`src/rtl/ble_pkg.sv`:
```
// Shared definitions for the BLE packet deframer and related framing logic.
// Contents: the deframer state enum, the advertising-channel constants, the
// whitening LFSR geometry and a popcount helper for access-address matching.
package ble_pkg;

  typedef enum logic [2:0] {
    SEARCH  = 3'd0,
    HEADER  = 3'd1,
    PAYLOAD = 3'd2,
    CRC     = 3'd3,
    DONE    = 3'd4
  } state_t;

  localparam logic [31:0] BLE_ADV_AA       = 32'h8E89BED6;
  localparam logic [23:0] BLE_ADV_CRC_INIT = 24'h555555;
  localparam logic [23:0] BLE_CRC_POLY     = 24'h00065B;

  // Whitening LFSR (x^7 + x^4 + 1): output is taken from WHT_OUT, which is
  // fed back into position 0 and XORed into position WHT_XOR.
  localparam int WHT_W   = 7;
  localparam int WHT_OUT = 6;
  localparam int WHT_XOR = 4;

  function automatic logic [5:0] popcount32(input logic [31:0] x);
    logic [5:0] n;
    n = '0;
    for (int i = 0; i < 32; i++) begin
      n = n + {5'd0, x[i]};
    end
    return n;
  endfunction

endpackage

```
`src/rtl/ble_dewhiten_crc.sv`:
```
// Whitening LFSR plus CRC-24 LFSR, shared between the RX deframer and a
// future TX framer.
// Ports:
//   clk, rst            clock, synchronous active-high reset
//   load                preset whitening from channel and CRC from crc_init
//   step                advance whitening by one bit (and CRC if crc_en)
//   crc_en              1 = CRC absorbs bit_out on step, 0 = CRC frozen
//   bypass              1 = bit_out passes bit_in unwhitened
//   channel, crc_init   preset values used by load
//   bit_in / bit_out    raw bit in, (de)whitened bit out (combinational)
//   crc                 current CRC register
module ble_dewhiten_crc
  import ble_pkg::*;
#(
  parameter logic [23:0] CRC_POLY = BLE_CRC_POLY
) (
  input  logic        clk,
  input  logic        rst,
  input  logic        load,
  input  logic        step,
  input  logic        crc_en,
  input  logic        bypass,
  input  logic [5:0]  channel,
  input  logic [23:0] crc_init,
  input  logic        bit_in,
  output logic        bit_out,
  output logic [23:0] crc
);

  logic [WHT_W-1:0] wht;
  logic [WHT_W-1:0] wht_next;
  logic [23:0]      crc_next;

  assign bit_out = bit_in ^ (~bypass & wht[WHT_OUT]);

  always_comb begin
    wht_next          = {wht[WHT_W-2:0], wht[WHT_OUT]};
    wht_next[WHT_XOR] = wht[WHT_XOR-1] ^ wht[WHT_OUT];
    crc_next          = {crc[22:0], 1'b0} ^ ((bit_out ^ crc[23]) ? CRC_POLY : 24'd0);
  end

  always_ff @(posedge clk) begin
    if (rst) begin
      wht <= '0;
      crc <= '0;
    end else if (load) begin
      // Position 0 is always 1; channel[5] lands in position 1, channel[0] in 6.
      wht <= {channel[0], channel[1], channel[2], channel[3], channel[4], channel[5], 1'b1};
      crc <= crc_init;
    end else if (step) begin
      wht <= wht_next;
      if (crc_en) begin
        crc <= crc_next;
      end
    end
  end

endmodule

```
`src/rtl/ble_packet_deframer.sv`:
```
// BLE packet deframer: finds the access address in the recovered bit stream
// (with a Hamming tolerance), then dewhitens and deframes header, payload and
// CRC, emitting PDU bytes and packet status.
// Ports:
//   clk, rst              clock, synchronous active-high reset
//   update, value         bit strobe (rising edge = new bit) and data bit
//   access_addr           expected access address, bit 0 received first
//   channel, crc_init     whitening seed and CRC preset
//   dewhiten_en           1 = remove whitening from PDU and CRC bits
//   byte_out/byte_valid   PDU byte (LSB first received) and its strobe
//   byte_idx, pdu_len     byte position in the PDU, latched length field
//   pkt_start/pkt_done    access-address match / end-of-CRC pulses
//   crc_ok                CRC result, valid with pkt_done, held to next start
//   pkt_abort             length field above MAX_LEN
//   state_dbg             current FSM state
module ble_packet_deframer
  import ble_pkg::*;
#(
  parameter int          MAX_ERR  = 1,
  parameter int          MAX_LEN  = 37,
  parameter logic [23:0] CRC_POLY = BLE_CRC_POLY
) (
  input  logic        clk,
  input  logic        rst,
  input  logic        update,
  input  logic        value,
  input  logic [31:0] access_addr,
  input  logic [5:0]  channel,
  input  logic [23:0] crc_init,
  input  logic        dewhiten_en,
  output logic [7:0]  byte_out,
  output logic        byte_valid,
  output logic [7:0]  byte_idx,
  output logic [7:0]  pdu_len,
  output logic        pkt_start,
  output logic        pkt_done,
  output logic        crc_ok,
  output logic        pkt_abort,
  output logic [2:0]  state_dbg
);

  localparam logic [5:0] ERR_LIM = 6'(MAX_ERR);
  localparam logic [7:0] LEN_LIM = 8'(MAX_LEN);

  state_t      state, state_next;
  logic        upd_q, armed, bit_en;
  logic [31:0] aa_sr, aa_next;
  logic [5:0]  aa_cnt;
  logic [4:0]  bit_cnt;
  logic [7:0]  byte_cnt;
  logic [7:0]  sh, byte_new;
  logic [23:0] rx_crc, rx_crc_next, crc_calc;
  logic        d, match, in_pdu, in_frame, byte_done, crc_last, bypass;

  // armed blocks a bit in the first cycle after reset when update is already high.
  assign bit_en    = update & ~upd_q & armed;
  assign bypass    = ~dewhiten_en;
  assign state_dbg = state;

  ble_dewhiten_crc #(.CRC_POLY(CRC_POLY)) u_dwc (
    .clk      (clk),
    .rst      (rst),
    .load     (match),
    .step     (bit_en & in_frame),
    .crc_en   (in_pdu),
    .bypass   (bypass),
    .channel  (channel),
    .crc_init (crc_init),
    .bit_in   (value),
    .bit_out  (d),
    .crc      (crc_calc)
  );

  always_comb begin
    aa_next     = {value, aa_sr[31:1]};
    in_pdu      = (state == HEADER) || (state == PAYLOAD);
    in_frame    = in_pdu || (state == CRC);
    // Matching is evaluated on the register contents including this bit, so
    // 31 registered shifts plus the current one make a full window.
    match       = bit_en && (state == SEARCH) && (aa_cnt >= 6'd31) &&
                  (popcount32(aa_next ^ access_addr) <= ERR_LIM);
    byte_new    = {d, sh[7:1]};
    byte_done   = bit_en && in_pdu && (bit_cnt[2:0] == 3'd7);
    rx_crc_next = {rx_crc[22:0], d};
    crc_last    = bit_en && (state == CRC) && (bit_cnt == 5'd23);

    state_next = state;
    case (state)
      SEARCH:  if (match) state_next = HEADER;
      HEADER:  if (byte_done && (byte_cnt == 8'd1)) begin
                 if (byte_new > LEN_LIM)      state_next = SEARCH;
                 else if (byte_new == 8'd0)   state_next = CRC;
                 else                         state_next = PAYLOAD;
               end
      PAYLOAD: if (byte_done && (byte_cnt == pdu_len + 8'd1)) state_next = CRC;
      CRC:     if (crc_last) state_next = DONE;
      DONE:    state_next = SEARCH;
      default: state_next = SEARCH;
    endcase
  end

  always_ff @(posedge clk) begin
    if (rst) begin
      state      <= SEARCH;
      upd_q      <= 1'b0;
      armed      <= 1'b0;
      aa_sr      <= '0;
      aa_cnt     <= '0;
      bit_cnt    <= '0;
      byte_cnt   <= '0;
      sh         <= '0;
      rx_crc     <= '0;
      byte_out   <= '0;
      byte_valid <= 1'b0;
      byte_idx   <= '0;
      pdu_len    <= '0;
      pkt_start  <= 1'b0;
      pkt_done   <= 1'b0;
      crc_ok     <= 1'b0;
      pkt_abort  <= 1'b0;
    end else begin
      state      <= state_next;
      upd_q      <= update;
      armed      <= 1'b1;
      byte_valid <= 1'b0;
      pkt_start  <= match;
      pkt_done   <= 1'b0;
      pkt_abort  <= 1'b0;

      // The search window restarts from empty whenever a packet is in flight,
      // so a return to SEARCH always begins with a cleared shift count.
      if (state != SEARCH || match) begin
        aa_sr  <= '0;
        aa_cnt <= '0;
      end else if (bit_en) begin
        aa_sr <= aa_next;
        if (aa_cnt != 6'd32) aa_cnt <= aa_cnt + 6'd1;
      end

      if (match) begin
        bit_cnt  <= '0;
        byte_cnt <= '0;
        crc_ok   <= 1'b0;
      end

      if (bit_en && in_pdu) begin
        sh <= byte_new;
        if (byte_done) begin
          bit_cnt    <= '0;
          byte_out   <= byte_new;
          byte_valid <= 1'b1;
          byte_idx   <= byte_cnt;
          byte_cnt   <= byte_cnt + 8'd1;
          if (byte_cnt == 8'd1) begin
            pdu_len   <= byte_new;
            pkt_abort <= (byte_new > LEN_LIM);
          end
        end else begin
          bit_cnt <= bit_cnt + 5'd1;
        end
      end

      if (bit_en && (state == CRC)) begin
        rx_crc  <= rx_crc_next;
        bit_cnt <= bit_cnt + 5'd1;
        if (crc_last) begin
          pkt_done <= 1'b1;
          crc_ok   <= (rx_crc_next == crc_calc);
        end
      end
    end
  end

endmodule

```
`config.mk`:
```
export PLATFORM = sky130hd
export DESIGN_NAME = ble_packet_deframer
export DESIGN_NICKNAME = d
export VERILOG_FILES = /design/src/rtl/ble_pkg.sv /design/src/rtl/ble_dewhiten_crc.sv /design/src/rtl/ble_packet_deframer.sv
export SDC_FILE = /design/constraint.sdc
export NUM_CORES = 1
export LEC_CHECK = 0
export CAP_MARGIN = 30
export CELL_PAD_IN_SITES_DETAIL_PLACEMENT = 1
export CELL_PAD_IN_SITES_GLOBAL_PLACEMENT = 2
export CORE_MARGIN = 2
export CORE_UTILIZATION = 30
export DETAILED_ROUTE_END_ITERATION = 6
export GPL_TIMING_DRIVEN = 0
export HOLD_SLACK_MARGIN = 0.08
export PLACE_DENSITY = 0.86
export SLEW_MARGIN = 20
export SYNTH_ARGS = -nofsm -noshare
export SYNTH_HDL_FRONTEND = slang
export SYNTH_SLANG_ARGS = --single-unit
```
`constraint.sdc`:
```
create_clock -name clk -period 6.51 [get_ports clk]
set_input_delay 0.9765 -clock clk [delete_from_list [all_inputs] [get_ports clk]]
set_output_delay 0.9765 -clock clk [all_outputs]
set_load 0.01 [all_outputs]
```
==> run metrics, run 1 <==
clock latency on the worst-skew pair roughly 0.42 ns; Root Driver clkbuf_16; DR pass1 iterations 4; post-route cell area slightly above 0.009 mm^2; CTS H-tree depth 4; fin crit period 6.34 ns; drt drc 0; EDFF count, synth 0; CTS sink count around 150; Post-DP HPWL roughly 16,000 um; Arrival @ worst endpoint about 6.7 ns; syn_nets 941; Worst R2R Path Depth 19; Rows 56; met3 routed WL about 630 um; CTS tree built; Routed WL roughly 21,000 um; input/output buffers slightly below 100; WS Path Type in2reg; CTS Buffer Depth 2; Crit path required time 6.83 ns; GRT Total Usage 0.168; Synth cell types 57; Synth-to-Final Area Change 28.8%; first-pass GRT wire length between 30,000 and 40,000 um; fillcell total between 2,000 and 3,000; diode count 0; PD cells around 270 mW/mm^2; Peak Freq around 0.16 GHz; Layout Skew between 0.009 and 0.01 ns; r2r setup slk about 0.40 ns; Nets 1,064; slowest CP cell fa_1; routed metal-1 wire length roughly 9700 um; vias in the first global route between 6,000 and 7,000; CP peak stage delay roughly 0.55 ns; Initial DRC Count roughly 260; Yosys warnings 0; Worst Setup SP access_addr[21]; Yosys reg bits 145; slew margin rel. 0.523; WL met2 10,600 um; Tightest Pin Transition 0.712 ns; Core Area around 0.023 mm^2; VDD IR max 0.189 mV; Die ar. 0.0252 mm^2; drt wl/cell 16.3 um; # Max-Cap Violations 0; top post-synthesis cells by area dfxtp_1 40%, nand2_1 10%, a21oi_1 7.7%; # setup viols final 0; Clock Pin Slew Worst Setup and Hold Paths around 0.060 ns; most frequent cells in the layout 196 x nand2_1, 145 x dfxtp_1, 110 x a21oi_1; CP endpoint kind register; layout cells sized above 1 0.114; crit path capture byte_cnt[0]; # IOs 99; RSZ-0062 raised after global routing true; Final Hold Vio Count 0; delay-heaviest family, CP adder cells; Syn Inst Count roughly 840; result of the run completed; Post-Syn Area around 0.007 mm^2; Synth top area share 0.404; antenna violations before repair 0; Avg Inst Size Synth 8.60 um^2; worst-path maximum fanout 6; Sequential Area 0.00290 mm^2; Die H 159 um; top sig layer met4; Critical Path Most Common Cell fa_1; Crit. path cell count 21; HP Class reg2reg; Post-DRT Antenna Nets 0; reg2reg end byte_cnt[0]; leakage ~3.5 nW; Hold WS 0.453 ns; Final period util 0.974; Routability Congestion 0.801; area of the multi-input gates 0.00407 mm^2; Worst R2R Start aa_sr[16]; vias per cell 4.79; Vias 6,183; Starting Density 0.306; most common cell after layout, fill and taps aside nand2_1; hold_buf cts 0; Buf+Inv Stages, Crit Path 6; CP startpoint kind input pin; Synth area leader dfxtp_1; die width between 150 and 200 um; largest net degree at the start of global routing 17; dpl cell area 0.00856 mm^2; pins over their slew limit 0; Synth Flop Type dfxtp_1; worst path cell trace dlygate4sd2_1 > xor2_1 > fa_1 > inv_2 > fa_1 > inv_2 > fa_1 > fa_1 > inv_2 > fa_1 > fa_1 > inv_1 > ha_2 > inv_2 > fa_1 > a211oi_2 > mux2i_2 > or3_4 > a21oi_4 > nor2_2 > mux2_4; CTS Buf Count 17; Async SR Flop Fraction 0; Seq/Total Area, Yosys 0.404; GRT Residual Overflow 0
[power by group]
group          internal [mW]  total (mW)  leakage [nW]  switching [mW]
clock                  0.500       0.900         0.250           0.401
sequential             0.889       0.890          1.17         0.00164
combinational          0.330       0.704          2.11           0.375
[flip-flops by register name, summed over array words and instances (netlist names), 3 cells and up]
register / count
aa_sr: 31
sh: 7
rx_crc: 23
byte_idx: 8
bit_cnt: 5
u_dwc.crc: 24
byte_out: 8
state_dbg: 3
byte_cnt: 8
u_dwc.wht: 7
pdu_len: 8
aa_cnt: 6
[worst min-delay path by stage]
stage	start	to	slack, ns	cells after the start
finish	byte_idx[4]	byte_idx[4]	0.45	2
global route	byte_out[0]	byte_out[0]	0.48	2
CTS	byte_idx[4]	byte_idx[4]	0.46	2
detailed placement	byte_idx[4]	byte_idx[4]	0.45	2
global placement	byte_idx[4]	byte_idx[4]	0.45	2
floorplan	u_dwc.wht[4]	u_dwc.wht[4]	0.44	2
[metal layers]
layer,vias up,track usage
met5,-,0
met4,0,0.0438
met3,17,0.0321
met2,91,0.294
met1,3030,0.213
li1,3045,-
[Yosys cell counts (3+ instances only)]
master and count:
nand2_1 196, dfxtp_1 145, a21oi_1 110, xor2_1 55
nor2_1 45, clkbuf_1 30, inv_1 30, xnor2_1 25
fa_1 24, a22oi_1 19, ha_1 14, nand3_1 14
buf_2 12, a311oi_1 10, nor3_1 10, mux2i_1 9
a211oi_1 7, nand4_1 7, nor4_1 7, buf_6 5
o221a_2 5, or3_1 5, a31oi_1 3, and3_1 3
nor2b_1 3, nor3_2 3, nor4b_1 3
[worst min-delay path, cell delays in order, from the launching register on]
cell and delay, ns:
dfxtp_1 0.31, nand2_1 0.05, a21oi_1 0.05
[layout make-up]
| cell class | count | share of cell area |
|---|---|---|
| plain buffers | 50 | 0.0269 |
| clock buffers | 21 | 0.0486 |
| clock inverters | 11 | 0.00905 |
| inverters | 30 | 0.0122 |
| multi-input cells | 610 | 0.439 |
| flip-flops and latches | 145 | 0.313 |
| well taps | 319 | 0.0431 |
| repair buffers | 105 | 0.108 |
[cell families (layout without fill, tap and decap cells)]
| group | after synthesis | count (layout) | synth area share |
|---|---|---|---|
| muxes | 10 | 10 | 0.0146 |
| xor gates and xnor gates | 82 | 82 | 0.102 |
| and+or+nand+nor | 311 | 311 | 0.194 |
| buffers and inverters | 81 | 217 | 0.0506 |
| AOI/OAI and AO/OA | 169 | 169 | 0.144 |
| DFF | 145 | 145 | 0.404 |
| adders and majority gates | 38 | 38 | 0.0912 |
[timing repair]
action,in CTS,in global routing
pin swaps,15,24
resized for setup,24,52
setup endpoints to repair,70,74
setup buffers,8,0
[stage by stage]
stage	total power, mW	util	setup WS, ns	std cells	TNS [ns]
floorplan	1.35	-	0.168	836	0
global placement	1.49	0.365	-0.925	1252	-49.96
detailed placement	1.52	0.365	-1.05	1252	-59.57
CTS	2.51	0.393	0.0137	1292	0
global route	2.64	0.395	-0.0304	1291	-0.0602
finish	2.50	0.395	0.172	1291	0
(Power assumes the default switching activity.)
==> inputs of run 2 (changes only) <==
--- a/config.mk
+++ b/config.mk
@@ -8,7 +8,6 @@
 export CAP_MARGIN = 30
 export CELL_PAD_IN_SITES_DETAIL_PLACEMENT = 1
 export CELL_PAD_IN_SITES_GLOBAL_PLACEMENT = 2
-export CORE_MARGIN = 2
 export CORE_UTILIZATION = 30
 export DETAILED_ROUTE_END_ITERATION = 6
 export GPL_TIMING_DRIVEN = 0
==> run metrics, run 2 (same netlist as run 1, synthesis figures left out) <==
Die H between 150 and 200 um; Comb pwr share 0.258; CTS tree built; DP Cell Count around 1,300; Routed WL between 20,000 and 25,000 um; CP endpoint kind register; Final Non-Filler Cells between 1,000 and 1,500; Tightest Pin Transition around 0.79 ns; PD cells around 280 mW/mm^2; dpl cell area roughly 0.0086 mm^2; CP peak stage delay 0.58 ns; die width about 160 um; Root Driver clkbuf_16; leakage ~3.6 nW; slew margin rel. 0.468; vias per cell 4.83; Starting Density 0.306; result of the run completed; slowest CP cell fa_1; Die ar. between 0.02 and 0.025 mm^2; CTS Buf Count 17; Routability Congestion 0.795; Post-DRT Antenna Nets 0; first-pass GRT wire length roughly 34,000 um; Arrival @ worst endpoint approximately 6.6 ns; drt wl/cell 16.4 um; Flop pwr share 0.335; fin crit period around 6.3 ns; drt drc 0; GRT Residual Overflow 0; HP Class reg2reg; internal power 1.90 mW; Layout Skew just under 0.009 ns; CP startpoint kind input pin; DR pass1 iterations 4; pins over their slew limit 0; most frequent cells in the layout 196 x nand2_1, 145 x dfxtp_1, 110 x a21oi_1; Final period util 0.974; CTS H-tree depth 4; Critical Path Most Common Cell fa_1; most common cell after layout, fill and taps aside nand2_1; Synth-to-Final Area Change 30.2%; Clock Pin Slew Worst Setup and Hold Paths 0.06 ns; Switching Power 0.758 mW; VDD IR max 0.154 mV; Switching Fraction 0.285; Crit path required time between 6 and 7 ns; Nets between 1,000 and 1,500; diode count 0; clock latency on the worst-skew pair 0.43 ns; layout cells sized above 1 0.115; Peak Freq around 0.16 GHz; WS Path Type in2reg; Core Area about 0.023 mm^2; # Max-Cap Violations 0; worst-path maximum fanout 7; # setup viols final 0; worst path cell trace clkdlybuf4s15_1 > xnor2_1 > fa_1 > inv_1 > fa_1 > fa_1 > fa_1 > inv_2 > fa_1 > fa_1 > inv_2 > ha_4 > inv_2 > fa_1 > nor4b_4 > nand3_2 > or3_4 > buf_8 > buf_4 > o211ai_1 > a21oi_1; CTS sink count 145; vias in the first global route ~6,500; post-route cell area around 0.0094 mm^2; Largest register FFs 31; Post-DP HPWL 15,600 um; Rows 56; Clock power frac 0.407; Tot Pwr 2.66 mW; # IOs 99; CTS Buffer Depth 2; delay-heaviest family, CP adder cells; Fin Setup TNS 0 ns; Buf+Inv Stages, Crit Path 7; Largest Register aa_sr; input/output buffers 97; Vias about 6,200; fillcell total between 2,000 and 3,000; GRT Total Usage 0.181; Initial DRC Count around 280; Final Hold Vio Count 0; biggest regs aa_sr (31), u_dwc.crc (24), rx_crc (23); antenna violations before repair 0; largest net degree at the start of global routing 17
## run 2: cell types whose count changed in the layout (fill, tap and decap cells not counted), moves of 2 or more
| cell | delta |
|---|---|
| xnor2_4 | -2 |
| clkdlybuf4s15_1 | +3 |
| buf_2 | +3 |
| dlymetal6s2s_1 | -3 |
| clkinv_4 | -2 |
| clkbuf_8 | +4 |
| buf_6 | -2 |
| clkinvlp_4 | -3 |
| bufinv_16 | +4 |
| clkinv_2 | -2 |
## run 2: stage by stage
| stage | util | worst slack [ns] | hold WS, ns |
|---|---|---|---|
| 2_1_floorplan | - | 0.168 | 0.444 |
| 6_report | 0.399 | 0.168 | 0.455 |
| 5_1_grt | 0.399 | -0.0411 | 0.475 |
| 3_3_place_gp | 0.365 | -0.958 | 0.447 |
| 3_5_place_dp | 0.365 | -1.02 | 0.449 |
| 4_1_cts | 0.397 | 0.00557 | 0.457 |
## run 2: per-layer routing
| metal | vias up | share of wire | GRT usage |
|---|---|---|---|
| li1 | 3049 | - | - |
| met1 | 3051 | 0.46 | 0.225 |
| met2 | 115 | 0.49 | 0.314 |
| met3 | 31 | 0.030 | 0.0363 |
| met4 | 0 | 0.017 | 0.0546 |
| met5 | - | 0 | 0 |
## run 2: power groups by stage
stage / Clock [mW] / Sequential [mW] / Combinational (mW)
2_1_floorplan: 0 / 0.910 / 0.439
3_5_place_dp: 0 / 0.910 / 0.627
4_1_cts: 1.10 / 0.890 / 0.671
6_report: 1.08 / 0.891 / 0.686
5_1_grt: 1.14 / 0.890 / 0.775
3_3_place_gp: 0 / 0.910 / 0.584
## run 2: path summary, 6_finish.rpt
check                       start  slack [ns]  cells after the start            to
setup reg to reg         aa_sr[4]        0.51                     19  u_dwc.wht[4]
hold / removal        byte_out[0]        0.45                      2   byte_out[0]
hold reg to reg       byte_out[0]        0.45                      2   byte_out[0]
setup / recovery  access_addr[11]        0.17                     21  u_dwc.wht[4]
## run 2: final cells by class
type	instances	area [um^2]	area share
Buffer	50	253	0.0270
Clock buffer	25	505	0.0540
Clock inverter	7	145	0.0155
Inverter	30	113	0.0120
Multi-Input combinational cell	610	4050	0.433
Sequential cell	145	2900	0.310
Tap cell	319	399	0.0426
Timing Repair Buffer	107	992	0.106
## run 2: timing repair
item                                    in CTS  in global routing
endpoints found under the setup margin      70                 74
buffers inserted                             7                  3
pin swaps                                   24                 23
resized for setup                           42                 32
hold buffers                                 0                  0
## run 2: worst min-delay path, cell delays in order (launching register included)
cell     delay, ns
dfxtp_1       0.31
nand2_1       0.05
a21oi_1       0.05
==> inputs of run 3 (changes only) <==
--- a/config.mk
+++ b/config.mk
@@ -8,11 +8,12 @@
 export CAP_MARGIN = 30
 export CELL_PAD_IN_SITES_DETAIL_PLACEMENT = 1
 export CELL_PAD_IN_SITES_GLOBAL_PLACEMENT = 2
-export CORE_UTILIZATION = 30
+export CORE_UTILIZATION = 31
+export CTS_BUF_LIST = sky130_fd_sc_hd__clkbuf_2
 export DETAILED_ROUTE_END_ITERATION = 6
 export GPL_TIMING_DRIVEN = 0
 export HOLD_SLACK_MARGIN = 0.08
-export PLACE_DENSITY = 0.86
+export PLACE_DENSITY = 0.88
 export SLEW_MARGIN = 20
 export SYNTH_ARGS = -nofsm -noshare
 export SYNTH_HDL_FRONTEND = slang
==> run metrics, run 3 (same netlist as run 1, synthesis figures left out) <==
result of the run completed; layout cells sized above 1 0.0856; CP startpoint kind input pin; GRT Residual Overflow 0; CTS Buf Count 17; # setup viols final 0; Routed WL roughly 21,000 um; vias in the first global route approximately 6,400; Worst R2R Path Depth 20; Clock Pin Slew Worst Setup and Hold Paths 0.28 ns; Final WS setup between 0.1 and 0.15 ns; slowest CP cell fa_1; Nets around 1,100; Tightest Pin Transition between 0.8 and 0.9 ns; Layout Skew approximately 0.054 ns; pins over their slew limit 0; Final period util 0.980; Root Driver clkbuf_2; # IOs 99; pre-CTS setup slack -1.13 ns; CTS sink count roughly 150; VDD IR max roughly 0.16 mV; Final Hold Vio Count 0; CTS tree built; DR pass1 iterations 4; WS Path Type in2reg; Largest register FFs 31; leakage around 3.4 nW; Arrival @ worst endpoint roughly 7 ns; most common cell after layout, fill and taps aside nand2_1; Rows 55; Crit path required time 7.15 ns; Initial DRC Count 203; Die ar. approximately 0.024 mm^2; GRT Total Usage 0.182; antenna violations before repair 1; CP endpoint kind register; clock latency on the worst-skew pair ~0.77 ns; hold depth 2; die width between 150 and 200 um; vias per cell a little under 5; drt wl/cell approximately 16 um; worst-path maximum fanout 10; Post-DRT Antenna Nets 0; Crit. path cell count 21; Die H 154 um; CP peak stage delay 0.55 ns; fin crit period 6.38 ns; HP Class reg2reg; Largest Register aa_sr; CTS Buffer Depth 2; Critical Path Most Common Cell fa_1; drt drc 0; largest net degree at the start of global routing 17; fin util 0.390; biggest regs aa_sr (31), u_dwc.crc (24), rx_crc (23); most frequent cells in the layout 196 x nand2_1, 145 x dfxtp_1, 110 x a21oi_1; worst path cell trace clkdlybuf4s50_1 > xnor2_1 > fa_1 > inv_1 > fa_1 > fa_1 > fa_1 > inv_1 > fa_1 > fa_1 > inv_1 > ha_2 > inv_1 > fa_1 > nor4b_4 > nand3_1 > or3_1 > buf_6 > a21oi_4 > nor2_2 > mux2_4; Post-DP HPWL 15,700 um; Buf+Inv Stages, Crit Path 6; first-pass GRT wire length about 34,000 um; Routability Congestion just under 0.8; RSZ-0062 raised after global routing false; slew margin rel. 0.460; Starting Density 0.317; PD cells between 200 and 250 mW/mm^2; Vias slightly above 6,000; input/output buffers 97; # Max-Cap Violations 0; Core Area about 0.023 mm^2; Peak Freq about 0.16 GHz; CTS H-tree depth 4; delay-heaviest family, CP adder cells; hold_buf cts 0; Synth-to-Final Area Change 23.3%
[run 3: metrics by stage]
step	hold slack (ns)	setup TNS (ns)	total power, mW	std cells	area [um^2]
6_report	0.468	0	2.08	1256	8870
5_1_grt	0.482	0	2.24	1256	8870
4_1_cts	0.470	0	2.12	1251	8790
3_5_place_dp	0.451	-62.21	1.52	1218	8520
3_3_place_gp	0.444	-52.61	1.50	1218	8520
2_1_floorplan	0.444	0	1.35	836	7190
[run 3: worst paths after layout]
| check | from | endpoint | slack, ns |
|---|---|---|---|
| hold reg to reg | aa_sr[31] | aa_sr[30] | 0.47 |
| setup reg to reg | aa_sr[16] | byte_cnt[0] | 0.35 |
| setup / recovery | access_addr[11] | byte_cnt[0] | 0.13 |
| hold / removal | aa_sr[31] | aa_sr[30] | 0.47 |
[run 3: area by class of cell]
| type | instances | area (um^2) |
|---|---|---|
| diodes | 1 | 2.50 |
| clock buffers | 17 | 85.1 |
| well taps | 285 | 357 |
| plain buffers | 51 | 251 |
| inverters | 30 | 113 |
| flip-flops and latches | 145 | 2900 |
| repair buffers | 102 | 1010 |
| multi-input cells | 610 | 3970 |
| clock inverters | 15 | 173 |
| fillers | 2694 | 13800 |
[run 3: report_power, final]
| part | total (mW) | leakage, nW | internal [mW] | switching (mW) |
|---|---|---|---|---|
| registers | 0.894 | 1.17 | 0.892 | 0.00157 |
| logic | 0.615 | 2.06 | 0.288 | 0.328 |
| clock network | 0.572 | 0.156 | 0.191 | 0.382 |
| total | 2.08 | 3.38 | 1.37 | 0.711 |
[run 3: per-layer routing]
layer,GRT usage,vias up,part of all wire
li1,-,3047,-
met3,0.0345,18,0.032
met1,0.224,2990,0.45
met2,0.324,94,0.51
met5,0,-,0
met4,0.0476,0,0.011
[run 3: worst min-delay path: cells and delay by family (launching register included)]
kind / cells / cell delay [ns]
DFF: 1 / 0.39
AOI/OAI and AO/OA: 1 / 0.05
and+or+nand+nor: 1 / 0.06
[run 3: timing repair]
| item | CTS | global route |
|---|---|---|
| buffers inserted | 1 | 4 |
| endpoints found under the setup margin | 22 | 44 |
| resized for setup | 1 | 8 |
| pin swaps | 1 | 6 |
